### config.mk
export PLATFORM = sky130hd
export DESIGN_NAME = mem_stage_lsu
export DESIGN_NICKNAME = d
export VERILOG_FILES = /design/src/rtl/riscv_pkg.sv /design/src/rtl/lsu_align.sv /design/src/rtl/mem_stage_lsu.sv
export SDC_FILE = /design/constraint.sdc
export NUM_CORES = 1
export LEC_CHECK = 0
export CAP_MARGIN = 10
export CORE_MARGIN = 2
export CORE_UTILIZATION = 24
export CTS_CLUSTER_SIZE = 30
export DETAILED_ROUTE_END_ITERATION = 10
export PLACE_DENSITY = 0.54
export SLEW_MARGIN = 20
export SYNTH_ARGS = -nofsm -noshare
export SYNTH_HDL_FRONTEND = slang
export SYNTH_HIERARCHICAL = 1
export SYNTH_SLANG_ARGS = --single-unit
export TNS_END_PERCENT = 50
### constraint.sdc
create_clock -name i_clk -period 4.5 [get_ports i_clk]
set_input_delay 0.675 -clock i_clk [delete_from_list [all_inputs] [get_ports i_clk]]
set_output_delay 0.675 -clock i_clk [all_outputs]
set_load 0.02 [all_outputs]
### src/rtl/riscv_pkg.sv
// Shared definitions for the MEM-stage load/store unit.
//   - Writeback select encodings (WB_*), funct3 access encodings (F3_*)
//   - lsu_state_t: IDLE / REQ / WAIT / DONE
//   - is_misaligned(): alignment check for an access size and address low bits
package riscv_pkg;

  localparam logic [1:0] WB_ALU = 2'b00;
  localparam logic [1:0] WB_MEM = 2'b01;
  localparam logic [1:0] WB_PC4 = 2'b10;
  localparam logic [1:0] WB_IMM = 2'b11;

  localparam logic [2:0] F3_B  = 3'b000;
  localparam logic [2:0] F3_H  = 3'b001;
  localparam logic [2:0] F3_W  = 3'b010;
  localparam logic [2:0] F3_BU = 3'b100;
  localparam logic [2:0] F3_HU = 3'b101;

  typedef enum logic [1:0] {
    IDLE = 2'b00,
    REQ  = 2'b01,
    WAIT = 2'b10,
    DONE = 2'b11
  } lsu_state_t;

  // funct3[1:0] encodes the size; the reserved size code is held to word alignment.
  function automatic logic is_misaligned(input logic [2:0] funct3, input logic [1:0] addr_lo);
    logic mis;
    case (funct3[1:0])
      2'b00:   mis = 1'b0;
      2'b01:   mis = addr_lo[0];
      default: mis = (addr_lo != 2'b00);
    endcase
    return mis;
  endfunction

endpackage

### src/rtl/lsu_align.sv
// Combinational byte-lane helper for the load/store unit.
//   funct3     in  3   access size/sign
//   addr_lo    in  2   address byte offset
//   wdata      in  32  raw store data
//   rdata      in  32  raw bus read word
//   be         out 4   byte enables for the access
//   wdata_lane out 32  store data replicated onto every lane of its size
//   ld_data    out 32  selected and sign/zero-extended load value
module lsu_align
  import riscv_pkg::*;
(
  input  logic [2:0]  funct3,
  input  logic [1:0]  addr_lo,
  input  logic [31:0] wdata,
  input  logic [31:0] rdata,
  output logic [3:0]  be,
  output logic [31:0] wdata_lane,
  output logic [31:0] ld_data
);

  logic [31:0] rshift_s;

  // Store lanes: replication lets the byte enables alone pick the target lane.
  always_comb begin
    be         = 4'b0000;
    wdata_lane = 32'h0000_0000;
    case (funct3[1:0])
      2'b00: begin
        be         = 4'b0001 << addr_lo;
        wdata_lane = {4{wdata[7:0]}};
      end
      2'b01: begin
        be         = 4'b0011 << addr_lo;
        wdata_lane = {2{wdata[15:0]}};
      end
      default: begin
        be         = 4'b1111;
        wdata_lane = wdata;
      end
    endcase
  end

  // Load extraction: bring the addressed byte/half down to bit 0, then extend.
  always_comb begin
    rshift_s = rdata >> {addr_lo, 3'b000};
    case (funct3)
      F3_B:    ld_data = {{24{rshift_s[7]}}, rshift_s[7:0]};
      F3_H:    ld_data = {{16{rshift_s[15]}}, rshift_s[15:0]};
      F3_BU:   ld_data = {24'h00_0000, rshift_s[7:0]};
      F3_HU:   ld_data = {16'h0000, rshift_s[15:0]};
      default: ld_data = rdata;
    endcase
  end

endmodule

### src/rtl/mem_stage_lsu.sv
// MEM-stage load/store unit: issues req/gnt/rvalid bus accesses for loads and
// stores, stalls the pipeline while an access is outstanding, and parks a
// finished result in a hold register while the MEM/WB register is frozen.
// Optional build macro: LSU_TIMEOUT_EN (abort accesses unanswered for
// TIMEOUT_CYCLES cycles and pulse o_bus_errM).
// Ports:
//   i_clk, i_rst_n (synchronous, active-low)
//   i_rd_wrenM/i_lsu_wrenM/i_wb_selM/i_funct3M/i_addrM/i_wdataM  EX/MEM controls and data
//   i_holdM                                                      MEM/WB not advancing
//   o_mem_req/o_mem_we/o_mem_addr/o_mem_wdata/o_mem_be           bus request side
//   i_mem_gnt/i_mem_rvalid/i_mem_rdata                           bus response side
//   o_ld_dataM/o_rd_wrenM/o_stallM/o_misalignM/o_bus_errM        towards pipeline
module mem_stage_lsu
  import riscv_pkg::*;
#(
  parameter int AW             = 32,
  parameter int TIMEOUT_CYCLES = 64
) (
  input  logic          i_clk,
  input  logic          i_rst_n,
  input  logic          i_rd_wrenM,
  input  logic          i_lsu_wrenM,
  input  logic [1:0]    i_wb_selM,
  input  logic [2:0]    i_funct3M,
  input  logic [AW-1:0] i_addrM,
  input  logic [31:0]   i_wdataM,
  input  logic          i_holdM,
  output logic          o_mem_req,
  output logic          o_mem_we,
  output logic [AW-1:0] o_mem_addr,
  output logic [31:0]   o_mem_wdata,
  output logic [3:0]    o_mem_be,
  input  logic          i_mem_gnt,
  input  logic          i_mem_rvalid,
  input  logic [31:0]   i_mem_rdata,
  output logic [31:0]   o_ld_dataM,
  output logic          o_rd_wrenM,
  output logic          o_stallM,
  output logic          o_misalignM,
  output logic          o_bus_errM
);

  if (TIMEOUT_CYCLES < 1 || TIMEOUT_CYCLES > 255) begin : g_tmo_range
    $error("TIMEOUT_CYCLES must fit the 8-bit timeout counter");
  end

  lsu_state_t    state_r, state_nxt_s;
  logic          is_store_s, access_s, misalign_s, abort_s;
  logic [AW-1:0] addr_r, addr_sel_s;
  logic [2:0]    funct3_r, funct3_sel_s;
  logic [31:0]   wdata_r, wdata_sel_s;
  logic          we_r;
  logic [31:0]   hold_data_r;
  logic [3:0]    be_s;
  logic [31:0]   wdata_lane_s, ext_data_s;

  assign is_store_s = i_lsu_wrenM;
  assign access_s   = i_lsu_wrenM | (i_wb_selM == WB_MEM);
  assign misalign_s = is_misaligned(i_funct3M, i_addrM[1:0]);

  // Issue cycle uses live inputs; later states use the copy latched at issue.
  always_comb begin
    if (state_r == IDLE) begin
      addr_sel_s   = i_addrM;
      funct3_sel_s = i_funct3M;
      wdata_sel_s  = i_wdataM;
    end else begin
      addr_sel_s   = addr_r;
      funct3_sel_s = funct3_r;
      wdata_sel_s  = wdata_r;
    end
  end

  lsu_align u_align (
    .funct3     (funct3_sel_s),
    .addr_lo    (addr_sel_s[1:0]),
    .wdata      (wdata_sel_s),
    .rdata      (i_mem_rdata),
    .be         (be_s),
    .wdata_lane (wdata_lane_s),
    .ld_data    (ext_data_s)
  );

`ifdef LSU_TIMEOUT_EN
  localparam logic [7:0] TMO_LAST = 8'(TIMEOUT_CYCLES - 1);
  logic [7:0] tmo_cnt_r;

  // Cycles spent in the current REQ/WAIT state; any state change restarts it.
  always_ff @(posedge i_clk) begin
    if (!i_rst_n) begin
      tmo_cnt_r <= 8'd0;
    end else if ((state_r == REQ || state_r == WAIT) && (state_nxt_s == state_r)) begin
      tmo_cnt_r <= tmo_cnt_r + 8'd1;
    end else begin
      tmo_cnt_r <= 8'd0;
    end
  end

  // A response arriving in the last allowed cycle still wins over the abort.
  always_comb begin
    if (tmo_cnt_r == TMO_LAST) begin
      case (state_r)
        REQ:     abort_s = !i_mem_gnt;
        WAIT:    abort_s = !i_mem_rvalid;
        default: abort_s = 1'b0;
      endcase
    end else begin
      abort_s = 1'b0;
    end
  end
`else
  assign abort_s = 1'b0;
`endif

  // State register.
  always_ff @(posedge i_clk) begin
    if (!i_rst_n) begin
      state_r <= IDLE;
    end else begin
      state_r <= state_nxt_s;
    end
  end

  // Next-state logic; completion under i_holdM parks in DONE so the still-
  // presented instruction is not issued a second time.
  always_comb begin
    state_nxt_s = state_r;
    case (state_r)
      IDLE: begin
        if (access_s && !misalign_s) begin
          if (i_mem_gnt) begin
            if (is_store_s) begin
              state_nxt_s = i_holdM ? DONE : IDLE;
            end else begin
              state_nxt_s = WAIT;
            end
          end else begin
            state_nxt_s = REQ;
          end
        end else begin
          state_nxt_s = IDLE;
        end
      end
      REQ: begin
        if (abort_s) begin
          state_nxt_s = IDLE;
        end else if (i_mem_gnt) begin
          if (we_r) begin
            state_nxt_s = i_holdM ? DONE : IDLE;
          end else begin
            state_nxt_s = WAIT;
          end
        end else begin
          state_nxt_s = REQ;
        end
      end
      WAIT: begin
        if (abort_s) begin
          state_nxt_s = IDLE;
        end else if (i_mem_rvalid) begin
          state_nxt_s = i_holdM ? DONE : IDLE;
        end else begin
          state_nxt_s = WAIT;
        end
      end
      DONE: begin
        state_nxt_s = i_holdM ? DONE : IDLE;
      end
      default: state_nxt_s = IDLE;
    endcase
  end

  // Output logic; reset forces the bus and pipeline signals quiet at once.
  always_comb begin
    o_mem_req   = 1'b0;
    o_mem_we    = 1'b0;
    o_mem_addr  = '0;
    o_mem_wdata = 32'h0000_0000;
    o_mem_be    = 4'b0000;
    o_ld_dataM  = 32'h0000_0000;
    o_rd_wrenM  = i_rd_wrenM;
    o_stallM    = 1'b0;
    o_misalignM = 1'b0;
    o_bus_errM  = 1'b0;
    case (state_r)
      IDLE: begin
        if (access_s && misalign_s) begin
          o_misalignM = 1'b1;
          o_rd_wrenM  = 1'b0;
        end else if (access_s) begin
          o_mem_req   = 1'b1;
          o_mem_we    = is_store_s;
          o_mem_addr  = {addr_sel_s[AW-1:2], 2'b00};
          o_mem_be    = be_s;
          o_mem_wdata = wdata_lane_s;
          o_stallM    = !(i_mem_gnt && is_store_s);
        end else begin
          o_stallM = 1'b0;
        end
      end
      REQ: begin
        if (abort_s) begin
          o_bus_errM = 1'b1;
          o_rd_wrenM = 1'b0;
        end else begin
          o_mem_req   = 1'b1;
          o_mem_we    = we_r;
          o_mem_addr  = {addr_sel_s[AW-1:2], 2'b00};
          o_mem_be    = be_s;
          o_mem_wdata = wdata_lane_s;
          o_stallM    = !(i_mem_gnt && we_r);
        end
      end
      WAIT: begin
        if (i_mem_rvalid) begin
          o_ld_dataM = ext_data_s;
        end else if (abort_s) begin
          o_bus_errM = 1'b1;
          o_rd_wrenM = 1'b0;
        end else begin
          o_stallM = 1'b1;
        end
      end
      DONE: begin
        o_ld_dataM = hold_data_r;
      end
      default: begin
        o_stallM = 1'b0;
      end
    endcase
    if (!i_rst_n) begin
      o_mem_req   = 1'b0;
      o_mem_we    = 1'b0;
      o_mem_addr  = '0;
      o_mem_wdata = 32'h0000_0000;
      o_mem_be    = 4'b0000;
      o_ld_dataM  = 32'h0000_0000;
      o_rd_wrenM  = 1'b0;
      o_stallM    = 1'b0;
      o_misalignM = 1'b0;
      o_bus_errM  = 1'b0;
    end else begin
      o_misalignM = o_misalignM;
    end
  end

  // Request copy taken at issue, so REQ/WAIT do not depend on the EX/MEM register.
  always_ff @(posedge i_clk) begin
    if (!i_rst_n) begin
      addr_r   <= '0;
      funct3_r <= 3'b000;
      wdata_r  <= 32'h0000_0000;
      we_r     <= 1'b0;
    end else if (state_r == IDLE && access_s && !misalign_s) begin
      addr_r   <= i_addrM;
      funct3_r <= i_funct3M;
      wdata_r  <= i_wdataM;
      we_r     <= is_store_s;
    end else begin
      addr_r   <= addr_r;
      funct3_r <= funct3_r;
      wdata_r  <= wdata_r;
      we_r     <= we_r;
    end
  end

  // Hold register: captures the completing result on entry to DONE.
  always_ff @(posedge i_clk) begin
    if (!i_rst_n) begin
      hold_data_r <= 32'h0000_0000;
    end else if (state_nxt_s == DONE && state_r != DONE) begin
      hold_data_r <= o_ld_dataM;
    end else begin
      hold_data_r <= hold_data_r;
    end
  end

endmodule

==> results.py <==
metrics = {
    "power_and_ir_drop": {
        "irDropWorstVdd_mv": 0.205,
        "seqPwrFrac_pct": 33.9,
        "total_leakage_power_nw": 3.83,
        "fin_total_pwr_mw": 2.86,
        "p_per_area_nw_per_um2": 290,
        "power_switching_mw": 1.00,
        "clkPwrFrac_pct": 32.6,
        "p_comb_share_pct": 33.5,
        "p_sw_share_pct": 35.1,
        "p_int_mw": 1.86,
    },
    "worst_setup_path": {
        "cp_top_family": "buffers and inverters",
        "worstSetupPathType": "in2out",
        "slowest_stage": "clkdlybuf4s50_1",
        "critPathBufInv": 4,
        "critPathCaptureType": "primary output",
        "critPathMaxStageDelay_ns": 0.55,
        "path_max_fanout": 20,
        "r2r-start": "state_r[1]$_SDFF_PN0_",
        "crit_chain": "clkdlybuf4s50_1 > nand2_1 > nand2_1 > buf_6 > mux2_2 > o22ai_2 > buf_4 > o21ai_0 > a22oi_1 > nor2b_1 > clkdlybuf4s50_1",
        "cp.arrival_ns": 3.55,
        "critical_path.startpoint_type": "input port",
        "cp.required_ns": 3.83,
        "startpoint": "i_addrM[0]",
    },
    "timing": {
        "hold_viol": 0,
        "slew_headroom_pct": 38.4,
        "fin_skew_ns": 0.0165,
        "fin_ws_ns": 0.280,
        "fin_crit_sh_pct": 93.8,
        "rsz0062_at_grt": "no",
        "tightest_slew_ns": 0.924,
        "final.setup.tns_ns": 0,
        "clock.fmax_mhz": 237,
        "setup_violations": 0,
        "fin_crit_ns": 4.22,
        "hold_ws_ns": 0.458,
        "slew_violations": 0,
    },
    "place": {
        "hpwl_um": 17500,
        "placed_cell_area_um2": 9500,
        "pre_cts_slack_ns": 0.144,
        "dp.cells": 1524,
        "portBuffers": 210,
        "place_congestion": 0.793,
    },
    "clock_tree": {
        "clock_sinks": 102,
        "post_cts_buffers": 0,
        "postCtsResizedCells": 0,
        "cts.clk_slew.worst_paths_ns": 0.08,
        "clock_path_buffers": 2,
        "root_buffer": "clkbuf_16",
        "cts_tree": "built",
        "numCtsBuffers": 9,
        "clkLatencyLatePin_ns": 0.37,
        "postCtsHoldBufs": 0,
        "h-tree-depth": 3,
    },
    "drt": {
        "drc": 0,
        "ant_nets": 0,
        "drt_iter0_drc": 403,
        "vias_per_cell": 4.62,
        "wirelength_um": 25700,
        "drtPass1Iterations": 5,
        "avgRoutedWirePerCell_um": 16.7,
        "vias": 7135,
    },
    "synthesis": {
        "synth-seq-cells": 102,
        "yosys_warnings": 6,
        "synth_top_area_cell": "dfxtp_1",
        "synth_fa_ha_area_share_pct": 0,
        "avgSynthCellArea_um2": 7.21,
        "synth.distinct_cells": 47,
        "synth_xor_area_share_pct": 0,
        "yosysTopAreaCellShare_pct": 28.6,
        "syn_area_um2": 7130,
        "synth-compound-area-share_pct": 20.1,
        "ys_seq_area_share_pct": 28.6,
        "netlist_instances": 989,
        "muxShareOfSynthArea_pct": 13.1,
        "ys_top_cells_by_area": "dfxtp_1 29%, nand2_1 18%, a21boi_0 6.8%",
        "synth_simple_gate_area_share_pct": 31.2,
        "synth_top_family_by_area": "simple AND/OR/NAND/NOR gates",
    },
    "final_layout": {
        "layout.nets": 1253,
        "final_cell_mix": "345 x nand2_1, 209 x clkdlybuf4s50_1, 102 x dfxtp_1, 70 x and2_1, 65 x a21boi_0",
        "num-fill-cells": 3129,
        "layout.cells.most_common": "nand2_1",
        "multi_input_area_um2": 4640,
        "postLayoutCellArea_um2": 9860,
        "layout-drive-gt1-share_pct": 10.6,
        "final_core_util_pct": 33.5,
        "layoutNonFillerInstCount": 1545,
        "seq_area_um2": 2040,
        "synthToLayoutAreaGrowth_pct": 38.4,
    },
    "grt": {
        "grt_antenna_before_repair": 6,
        "grt_overflow": 0,
        "grt_use_met1_pct": 21.4,
        "busiest_layer": "met2",
        "grt_usage_pct": 16.3,
        "grt_pass1_wl_um": 39400,
        "use_met3_pct": 3.51,
        "grtUsageMet2_pct": 26.6,
        "grt_pass1_vias": 6778,
        "grt_max_degree": 105,
    },
    "worst_hold_path": {
        "min_from": "addr_r[18]$_SDFFE_PN0P_",
        "hp-class": "reg2reg",
    },
    "run_status": {
        "status": "finished, final reports clean",
    },
    "floorplan": {
        "die_area_um2": 31100,
        "initial_core_util_pct": 24.2,
        "core_um2": 29400,
        "dieHeight_um": 176,
        "num_rows": 63,
        "num_io_pins": 214,
        "die_w_um": 176,
    },
    "flow_run": {
        "maxCapViolations": 0,
    },
}
worst reg2reg max path, stage by stage (launching register included):
cell	delay (ns)
dfxtp_1	0.34
or2_2	0.18
buf_4	0.48
or3_2	0.24
buf_4	0.64
o2bb2ai_4	0.17
buf_4	0.54
mux2_1	0.39
routing by layer:
metal | vias to the layer above | share of wire (%)
li1 | 3574 | -
met1 | 3310 | 45
met2 | 214 | 47
met3 | 31 | 5.7
met4 | 6 | 2.1
met5 | - | 0.16
synth_stat cells (all sizes together):
master	n
or2	3
nand2	346
o221ai	8
a221o	1
a31oi	2
or3	1
a21oi	37
clkbuf	59
o311ai	1
buf	33
conb	1
mux2	57
a22oi	37
and3	9
o21ai	40
a221oi	1
nor2b	37
a32oi	1
o311a	1
dfxtp	102
and2	70
o22ai	3
o2bb2ai	2
mux2i	18
o21bai	3
nand3	1
nand2b	14
nor3	2
nor2	14
and3b	2
o21a	1
a21boi	68
inv	13
a211o	1
cell families after synthesis:
group | Yosys count
AOI/OAI and AO/OA | 207
other | 1
and+or+nand+nor | 499
muxes | 75
DFF | 102
buffers and inverters | 105
area by class of cell:
cell class | count | share of cell area (%)
antenna | 5 | 0.127
multi-input combinational | 784 | 47.1
clock inverter | 7 | 1.13
clock buffer | 9 | 2.28
tap | 390 | 4.95
sequential | 102 | 20.7
inverter | 13 | 0.533
timing repair buffer | 235 | 23.2
power by group through the flow:
stage / logic, mW / clock network (mW) / registers, mW
2_1_floorplan: 0.592 / 0 / 0.987
4_1_cts: 0.971 / 0.964 / 0.970
5_1_grt: 1.05 / 0.989 / 0.976
3_3_place_gp: 0.965 / 0 / 0.990
6_report: 0.959 / 0.931 / 0.970
3_5_place_dp: 0.965 / 0 / 0.991
worst paths after layout:
path | end | slack [ns] | depth (start not counted)
worst max-delay path | o_ld_dataM[21] | 0.28 | 11
worst min-delay path | addr_r[18]$_SDFFE_PN0P_ | 0.46 | 2
worst max register to register | hold_data_r[0]$_SDFFE_PN0P_ | 1.41 | 7
worst min register to register | addr_r[18]$_SDFFE_PN0P_ | 0.46 | 2
registers in the layout, summed over array words and instances (netlist names):
signal	flops
addr_r	32
funct3_r	3
hold_data_r	32
state_r	2
wdata_r	32
we_r	1
(Power assumes the default switching activity.)
